===== config.mk =====
export PLATFORM = sky130hd
export DESIGN_NAME = cpu_fetch_unit
export DESIGN_NICKNAME = d
export VERILOG_FILES = /design/src/rtl/cpu_fetch_pkg.sv /design/src/rtl/cpu_fetch_unit_timeout.sv /design/src/rtl/cpu_fetch_unit.sv
export SDC_FILE = /design/constraint.sdc
export NUM_CORES = 1
export LEC_CHECK = 0
export CAP_MARGIN = 20
export CORE_UTILIZATION = 45
export DETAILED_ROUTE_END_ITERATION = 8
export PLACE_DENSITY = 0.76
export SYNTH_ARGS = -nofsm -noshare
export SYNTH_HDL_FRONTEND = slang
export SYNTH_SLANG_ARGS = --single-unit

===== constraint.sdc =====
create_clock -name clk -period 2.1 [get_ports clk]
set_clock_uncertainty 0.2 [all_clocks]
set_input_delay 0.525 -clock clk [delete_from_list [all_inputs] [get_ports clk]]
set_output_delay 0.525 -clock clk [all_outputs]
set_load 0.03 [all_outputs]

===== src/rtl/cpu_fetch_pkg.sv =====
// Shared types and constants for the instruction fetch stage, the control FSM and the decoder.
// Optional ack timeout is enabled by defining CPU_FETCH_TIMEOUT_EN.
package cpu_fetch_pkg;

  localparam int FETCH_ADDR_W  = 8;
  localparam int FETCH_INSTR_W = 16;

  typedef enum logic [1:0] {
    FS_IDLE = 2'b00,
    FS_REQ  = 2'b01,
    FS_DONE = 2'b10
  } fetch_state_e;

  // A zero word decodes as NOP; loaded into ir when a fetch is abandoned.
  localparam logic [FETCH_INSTR_W-1:0] INSTR_NOP = '0;

endpackage


===== src/rtl/cpu_fetch_unit_timeout.sv =====
// Cycle counter for an outstanding fetch: clears on request entry, counts idle request cycles,
// and flags expiry on the TIMEOUT-th cycle. Used only when CPU_FETCH_TIMEOUT_EN is defined.
module fetch_timeout_counter #(
  parameter int unsigned TIMEOUT = 15
) (
  input  logic clk,
  input  logic reset,
  input  logic clear_i,
  input  logic enable_i,
  output logic expired_o
);

  localparam int CNT_W = $clog2(TIMEOUT + 1);

  logic [CNT_W-1:0] cnt_q, cnt_d;

  // Expiry is seen during the TIMEOUT-th waiting cycle, so the abort lands on that edge.
  assign expired_o = (cnt_q == CNT_W'(TIMEOUT - 1));

  always_comb begin
    cnt_d = cnt_q;
    if (clear_i)                     cnt_d = '0;
    else if (enable_i && !expired_o) cnt_d = cnt_q + CNT_W'(1);
  end

  always_ff @(posedge clk or negedge reset) begin
    if (!reset) cnt_q <= '0;
    else        cnt_q <= cnt_d;
  end

endmodule


===== src/rtl/cpu_fetch_unit.sv =====
// Instruction fetch stage: one outstanding req/ack read per fetch_start, with branch redirect
// and sleep quiescing. Define CPU_FETCH_TIMEOUT_EN to abort fetches whose ack never arrives.
module cpu_fetch_unit
  import cpu_fetch_pkg::*;
#(
  parameter int          ADDR_W   = FETCH_ADDR_W,
  parameter int          INSTR_W  = FETCH_INSTR_W,
  parameter int unsigned RESET_PC = 0,
  parameter int unsigned TIMEOUT  = 15
) (
  input  logic               clk,
  input  logic               reset,
  input  logic               fetch_start,
  input  logic               branch_valid,
  input  logic [ADDR_W-1:0]  branch_target,
  input  logic               sleep_req,
  output logic               mem_req,
  output logic [ADDR_W-1:0]  mem_addr,
  input  logic               mem_ack,
  input  logic [INSTR_W-1:0] mem_rdata,
  output logic [INSTR_W-1:0] ir,
  output logic               ir_valid,
  output logic [ADDR_W-1:0]  pc,
  output logic               fetch_done,
  output logic               busy,
  output logic               fetch_err
);

  fetch_state_e       state_q, state_d;
  logic [ADDR_W-1:0]  pc_q, pc_d;
  logic [ADDR_W-1:0]  mem_addr_q, mem_addr_d;
  logic [INSTR_W-1:0] ir_q, ir_d;
  logic               mem_req_q, mem_req_d;
  logic               ir_valid_q, ir_valid_d;
  logic               pend_q, pend_d;
  logic [ADDR_W-1:0]  pend_addr_q, pend_addr_d;

  // A redirect raised in the same cycle as the ack takes precedence over an older pending one.
  logic              redirect;
  logic [ADDR_W-1:0] redirect_addr;
  assign redirect      = pend_q | branch_valid;
  assign redirect_addr = branch_valid ? branch_target : pend_addr_q;

`ifdef CPU_FETCH_TIMEOUT_EN
  logic err_q, err_d;
  logic tmo_clear, tmo_enable, tmo_expired;

  assign tmo_clear  = (state_q != FS_REQ) || (mem_ack && redirect);
  assign tmo_enable = (state_q == FS_REQ) && !mem_ack;

  fetch_timeout_counter #(.TIMEOUT(TIMEOUT)) u_timeout (
    .clk       (clk),
    .reset     (reset),
    .clear_i   (tmo_clear),
    .enable_i  (tmo_enable),
    .expired_o (tmo_expired)
  );

  assign fetch_err = err_q;
`else
  assign fetch_err = 1'b0;
`endif

  // NOTE: every variable gets a default before the case, so no path can infer a latch.
  always_comb begin
    state_d     = state_q;
    pc_d        = pc_q;
    mem_addr_d  = mem_addr_q;
    ir_d        = ir_q;
    mem_req_d   = mem_req_q;
    ir_valid_d  = ir_valid_q;
    pend_d      = pend_q;
    pend_addr_d = pend_addr_q;
`ifdef CPU_FETCH_TIMEOUT_EN
    err_d       = err_q;
`endif
    unique case (state_q)
      FS_IDLE: begin
        if (branch_valid) pc_d = branch_target;
        if (fetch_start && !sleep_req) begin
          state_d    = FS_REQ;
          mem_req_d  = 1'b1;
          mem_addr_d = branch_valid ? branch_target : pc_q;
          ir_valid_d = 1'b0;
`ifdef CPU_FETCH_TIMEOUT_EN
          err_d      = 1'b0;
`endif
        end
      end
      FS_REQ: begin
        if (mem_ack) begin
          if (redirect) begin
            // Stale word from the old path is dropped; reissue at the target.
            pc_d       = redirect_addr;
            mem_addr_d = redirect_addr;
            pend_d     = 1'b0;
          end else begin
            ir_d       = mem_rdata;
            pc_d       = pc_q + ADDR_W'(1);
            mem_req_d  = 1'b0;
            ir_valid_d = 1'b1;
            state_d    = FS_DONE;
          end
        end else begin
          if (branch_valid) begin
            pend_d      = 1'b1;
            pend_addr_d = branch_target;
          end
`ifdef CPU_FETCH_TIMEOUT_EN
          if (tmo_expired) begin
            mem_req_d  = 1'b0;
            ir_d       = INSTR_W'(INSTR_NOP);
            ir_valid_d = 1'b1;
            err_d      = 1'b1;
            pend_d     = 1'b0;
            state_d    = FS_DONE;
          end
`endif
        end
      end
      FS_DONE: begin
        if (branch_valid) pc_d = branch_target;
        state_d = FS_IDLE;
      end
      default: state_d = FS_IDLE;
    endcase
  end

  // NOTE: sequential state uses non-blocking assignments so every register samples pre-edge values.
  always_ff @(posedge clk or negedge reset) begin
    if (!reset) begin
      state_q     <= FS_IDLE;
      pc_q        <= ADDR_W'(RESET_PC);
      mem_addr_q  <= '0;
      ir_q        <= '0;
      mem_req_q   <= 1'b0;
      ir_valid_q  <= 1'b0;
      pend_q      <= 1'b0;
      pend_addr_q <= '0;
`ifdef CPU_FETCH_TIMEOUT_EN
      err_q       <= 1'b0;
`endif
    end else begin
      state_q     <= state_d;
      pc_q        <= pc_d;
      mem_addr_q  <= mem_addr_d;
      ir_q        <= ir_d;
      mem_req_q   <= mem_req_d;
      ir_valid_q  <= ir_valid_d;
      pend_q      <= pend_d;
      pend_addr_q <= pend_addr_d;
`ifdef CPU_FETCH_TIMEOUT_EN
      err_q       <= err_d;
`endif
    end
  end

  assign mem_req    = mem_req_q;
  assign mem_addr   = mem_addr_q;
  assign ir         = ir_q;
  assign ir_valid   = ir_valid_q;
  assign pc         = pc_q;
  assign fetch_done = (state_q == FS_DONE);
  assign busy       = (state_q != FS_IDLE);

endmodule


==> results.json, run 1 <==
{
  "clockBufferDepth": 2,
  "synth.most_common_cell": "dfrtp_1",
  "finalCritPeriodShare": 0.982,
  "routed_wl_um": 5420,
  "synth-main-ff-cell": "dfrtp_1",
  "clock_sinks": 45,
  "nets": 328,
  "worst_slew_pin_slew_ns": 0.524,
  "yosys.area.top_type": "dfrtp_1",
  "antenna_cells": 0,
  "vias": 1904,
  "port_buffers": 65,
  "coreArea_um2": 4880,
  "maxCapViolations": 0,
  "crit_type": "reg -> out",
  "rows": 25,
  "synth_edf_count": 0,
  "ys_async_sr_fraction": 1.00,
  "dpl.hpwl_um": 3950,
  "dieArea_um2": 5500,
  "synth_top_area_share": 0.481,
  "relSlewSlack": 0.651,
  "critPathMaxFanout": 2,
  "whs_ns": -0.000155,
  "syn_avg_cell_area_um2": 11.3,
  "slowest_stage": "clkdlybuf4s50_1",
  "first_global_vias": 1843,
  "ios": 67,
  "path_clk_slew_ns": 0.08,
  "grt_pass1_wl_um": 8710,
  "cp-start-kind": "flop",
  "tritoncts": "yes",
  "critPathMaxStageDelay_ns": 0.68,
  "crit_family": "buffers and inverters",
  "reg2regPathDepth": 6,
  "worstPathRequired_ns": 1.37,
  "start_util": 0.480,
  "vdd_drop_max_uv": 956,
  "hold_viol_final": 1,
  "utilization": 0.685,
  "ant_nets": 0,
  "yosys.cell_types.count": 39,
  "tns_ns": 0,
  "htree_levels": 2,
  "cp-end-kind": "output port",
  "syn-instance-count": 208,
  "antenna_found_initial": 0,
  "status": "finished, violations left",
  "drc": 0,
  "drt_iter0_markers": 125,
  "wl_per_cell_um": 14.9,
  "clock-root-buffer": "clkbuf_8",
  "power_density_nw_per_um2": 1540,
  "fillers": 391,
  "die_x_um": 74.1,
  "synthesis.area_um2": 2340,
  "die_h_um": 74.1,
  "yosysSeqAreaShare": 0.481,
  "failed_checks": "hold timing",
  "grt.overflow.total": 0,
  "period_minus_slack_ns": 2.06,
  "maxSlewViolCount": 0,
  "rsz0062_at_grt": "false",
  "grt_max_degree": 25,
  "post-cts-setup-buffer-count": 0,
  "stdcell_area_um2": 3340,
  "max_freq_mhz": 485,
  "crit-reg2reg-launch": "state_q[0]",
  "routed_via_density": 5.23,
  "critical_path.cell_chain": "clkdlybuf4s50_1",
  "setup_viol": 0,
  "path_buf_inv": 1,
  "dr.pass1.iters": 4,
  "area_growth_pct": 42.8,
  "drive_gt1_frac": 0.269,
  "cp_data_arrival_time_ns": 1.34,
  "p_total_mw": 5.15,
  "r2r-end": "pc[4]",
  "reg2reg_slack_ns": 0.25,
  "syn_nets": 239,
  "synth_top_cells_by_count": "dfrtp_1 (45), mux2_2 (26), nand2_1 (20)",
  "placed_area_um2": 3220,
  "synth_warnings": 0,
  "ys_seq_elements": 45,
  "hp-class": "in -> async",
  "grt.total_usage": 0.212,
  "total_leakage_power_nw": 1.60,
  "gp_congestion": 0.825,
  "clk_latency_ns": 0.29,
  "synth_area_leaders": "dfrtp_1 (48%), mux2_2 (13%), mux2_4 (4.5%)",
  "cts_made_buffers": 5
}
worst max path at each step:
stage               slack (ns)  depth (start not counted)          from           to
floorplan                 0.19                          5         pc[0]        pc[4]
global placement         -0.25                          7  branch_valid  mem_addr[7]
detailed placement       -0.27                          6  branch_valid  mem_addr[4]
CTS                      0.005                          1         pc[1]        pc[1]
global route             0.002                          1      ir_valid     ir_valid
finish                    0.04                          1         pc[5]        pc[5]
cell usage in the layout, fill, tap and decap left out, types with 4 or more instances in the layout:
cell and n:
mux2i_1 9, nor2_1 17, clkdlybuf4s50_1 49, dlymetal6s2s_1 10
a31oi_1 4, nand2b_1 4, xor2_1 5, a21oi_1 10
nand3_1 5, mux2_4 7, mux2_2 26, clkbuf_8 5
dfrtp_1 45, nand2_1 20, o21ai_0 11, buf_4 28
cell type report:
type | count | area (um^2) | share of cell area
Multi-Input combinational cell | 149 | 1130 | 0.338
Sequential cell | 45 | 1130 | 0.337
Timing Repair Buffer | 94 | 893 | 0.267
Tap cell | 67 | 83.8 | 0.0251
Clock buffer | 5 | 68.8 | 0.0206
Clock inverter | 2 | 35.0 | 0.0105
Inverter | 2 | 7.51 | 0.00224
per-layer routing:
layer	vias up	part of all wire	track usage	wire length (um)
met4	0	0.016	0.0641	86
met1	914	0.45	0.277	2430
met2	68	0.47	0.341	2570
met3	10	0.061	0.0623	331
li1	912	-	-	-
met5	-	0	0	0
power breakdown:
| group | internal [mW] | switching, mW | total [mW] |
|---|---|---|---|
| registers | 1.30 | 0.276 | 1.57 |
| clock network | 0.346 | 0.283 | 0.629 |
| logic | 1.37 | 1.58 | 2.95 |
| total | 3.02 | 2.14 | 5.15 |
kinds of logic after synthesis:
group	after synthesis	share of synthesized area
compound gates	40	0.109
xor+xnor	5	0.0187
fa+ha+maj	1	0.00534
buf+inv	14	0.0369
flops	45	0.481
mux	42	0.208
other cells	1	0.00160
simple gates	60	0.139
sequential cells by signal (all words and copies together) (netlist names):
signal,flops
mem_req,1
pc,8
pend_q,1
ir,16
ir_valid,1
pend_addr_q,8
state_q,2
mem_addr,8
stage by stage:
stage	std cells	worst slack (ns)
6_report	364	0.0384
3_5_place_dp	357	-0.266
5_1_grt	364	0.00182
3_3_place_gp	357	-0.249
4_1_cts	364	0.00526
2_1_floorplan	208	0.190
what timing repair did:
item                       CTS  global route
hold buffers                 0             0
gates cloned                 0             0
resized for setup            4            13
setup endpoints to repair    4            12
(Power assumes the default switching activity.)
==> run 2: changes to the inputs <==
--- a/config.mk
+++ b/config.mk
@@ -6,9 +6,9 @@
 export NUM_CORES = 1
 export LEC_CHECK = 0
 export CAP_MARGIN = 20
-export CORE_UTILIZATION = 45
+export CORE_UTILIZATION = 48
 export DETAILED_ROUTE_END_ITERATION = 8
-export PLACE_DENSITY = 0.76
+export PLACE_DENSITY = 0.8
 export SYNTH_ARGS = -nofsm -noshare
 export SYNTH_HDL_FRONTEND = slang
 export SYNTH_SLANG_ARGS = --single-unit
==> run 2 against run 1 <==
Net effect:
- the flow now finishes without violations
- largest power group unchanged
- power grew 0.44%
- combinational power decreased by 2%
- clock power grew 7.0%
- hold slack gained 0.31 ns
- critical path type is now in -> reg
- largest cell class unchanged
==> results.json, run 2 (same netlist as run 1, synthesis figures left out) <==
{
  "status": "finished clean",
  "clock-root-buffer": "clkbuf_8",
  "antenna_found_initial": 0,
  "critPathMaxStageDelay_ns": 0.46,
  "period_minus_slack_ns": 2.07,
  "routed_via_density": 5.26,
  "die_h_um": 71.9,
  "die_x_um": 71.9,
  "ios": 67,
  "utilization": 0.708,
  "grt_pass1_wl_um": 9170,
  "cp-start-kind": "primary input",
  "vias": 1913,
  "path_buf_inv": 2,
  "coreArea_um2": 4720,
  "dr.pass1.iters": 4,
  "antenna_cells": 0,
  "area_growth_pct": 42.8,
  "rsz0062_at_grt": "false",
  "total_leakage_power_nw": 1.58,
  "cts_made_buffers": 5,
  "drt_iter0_markers": 92,
  "critPathMaxFanout": 8,
  "critical_path.cell_chain": "clkdlybuf4s50_1 -> buf_4 -> nor2_8 -> o22a_1 -> nor2_4 -> mux2_2",
  "hold_viol_final": 0,
  "routed_wl_um": 5470,
  "finalNonFillerCells": 364,
  "drc": 0,
  "dpl.hpwl_um": 3980,
  "power_density_nw_per_um2": 1550,
  "cp_data_arrival_time_ns": 2.05,
  "path_clk_slew_ns": 0.08,
  "nets": 327,
  "tritoncts": "yes",
  "final_cell_mix": "clkdlybuf4s50_1 (50), dfrtp_1 (45), buf_4 (27), mux2_2 (26), nand2_1 (20)",
  "grt_max_degree": 27,
  "crit_family": "buffers and inverters",
  "rows": 25,
  "final_common_cell": "clkdlybuf4s50_1",
  "clockBufferDepth": 2,
  "setup_viol": 0,
  "wl_per_cell_um": 15.0,
  "clock_sinks": 45,
  "port_buffers": 65,
  "hp-class": "reg -> reg",
  "ant_nets": 0,
  "largest_reg_flops": 16,
  "maxSlewViolCount": 0,
  "first_global_vias": 1958,
  "clk_latency_ns": 0.30,
  "vdd_drop_max_uv": 844,
  "crit_type": "in -> reg",
  "cp-end-kind": "flop",
  "gp_congestion": 0.827,
  "max_freq_mhz": 484,
  "start_util": 0.496,
  "grt.overflow.total": 0,
  "maxCapViolations": 0,
  "htree_levels": 2,
  "dpl.cell_count": 355,
  "grt.total_usage": 0.232,
  "finalCritPeriodShare": 0.985,
  "dieArea_um2": 5160,
  "drive_gt1_frac": 0.259,
  "worstPathRequired_ns": 2.08,
  "slowest_stage": "clkdlybuf4s50_1"
}
-- run 2: per-stage QoR --
stage / instance area [um^2] / worst slack [ns] / setup TNS (ns) / hold WS, ns / total power [mW]
2_1_floorplan: 2340 / 0.190 / 0 / 0.0294 / 3.40
3_3_place_gp: 3210 / -0.238 / -4.91 / 0.286 / 4.48
3_5_place_dp: 3210 / -0.244 / -5.15 / 0.292 / 4.56
4_1_cts: 3330 / 0.00231 / 0 / 0.312 / 5.22
5_1_grt: 3350 / 0.000298 / 0 / 0.326 / 5.47
6_report: 3350 / 0.0324 / 0 / 0.308 / 5.18
-- run 2: final timing paths --
path | startpoint | end | slack (ns) | cells past startpoint
worst min register to register | ir[7] | ir[7] | 0.31 | 1
worst min-delay path | ir[7] | ir[7] | 0.31 | 1
worst max-delay path | branch_valid | mem_addr[5] | 0.03 | 6
min in group asynchronous | reset | state_q[0] | 0.51 | 2
max in group asynchronous | reset | pend_addr_q[6] | 0.70 | 3
worst max register to register | state_q[0] | mem_addr[2] | 0.21 | 6
-- run 2: worst reg2reg max path, delay by kind of cell, from the launching register on --
family / cells / cell delay (ns)
compound gates: 1 / 0.12
simple gates: 1 / 0.18
flops: 1 / 0.35
buf+inv: 2 / 0.43
mux: 2 / 0.50
-- run 2: where the power goes --
part           switching, mW  internal (mW)  total, mW
Sequential             0.321           1.30       1.62
Combinational           1.54           1.35       2.89
Clock                  0.285          0.388      0.673
-- run 2: layout make-up --
cell class                      count  area (um^2)
Tap cell                           67         83.8
Fill cell                         349         1380
Clock inverter                      1         30.0
Inverter                            2         7.51
Clock buffer                        7         86.3
Sequential cell                    45         1130
Timing Repair Buffer               93          882
Multi-Input combinational cell    149         1130
-- run 2: layer usage --
layer / track usage / vias to the layer above / share of wire
met5: 0 / - / 0
met4: 0.0763 / 0 / 0.014
met3: 0.0563 / 10 / 0.054
met2: 0.389 / 74 / 0.51
met1: 0.295 / 920 / 0.42
li1: - / 909 / -
-- run 2: what timing repair did --
action,in CTS,in global routing
endpoints found under the setup margin,5,8
hold endpoints to repair,19,0
hold buffers,1,0
resized for setup,5,8
setup buffers,0,0
==> run 3: changes to the inputs <==
--- a/config.mk
+++ b/config.mk
@@ -5,6 +5,7 @@
 export SDC_FILE = /design/constraint.sdc
 export NUM_CORES = 1
 export LEC_CHECK = 0
+export ABC_CLOCK_PERIOD_IN_PS = 2100
 export CAP_MARGIN = 20
 export CORE_UTILIZATION = 48
 export DETAILED_ROUTE_END_ITERATION = 8
==> results of run 3 <==
Same layout as run 2: the final DEF is identical, and so are final timing and power.
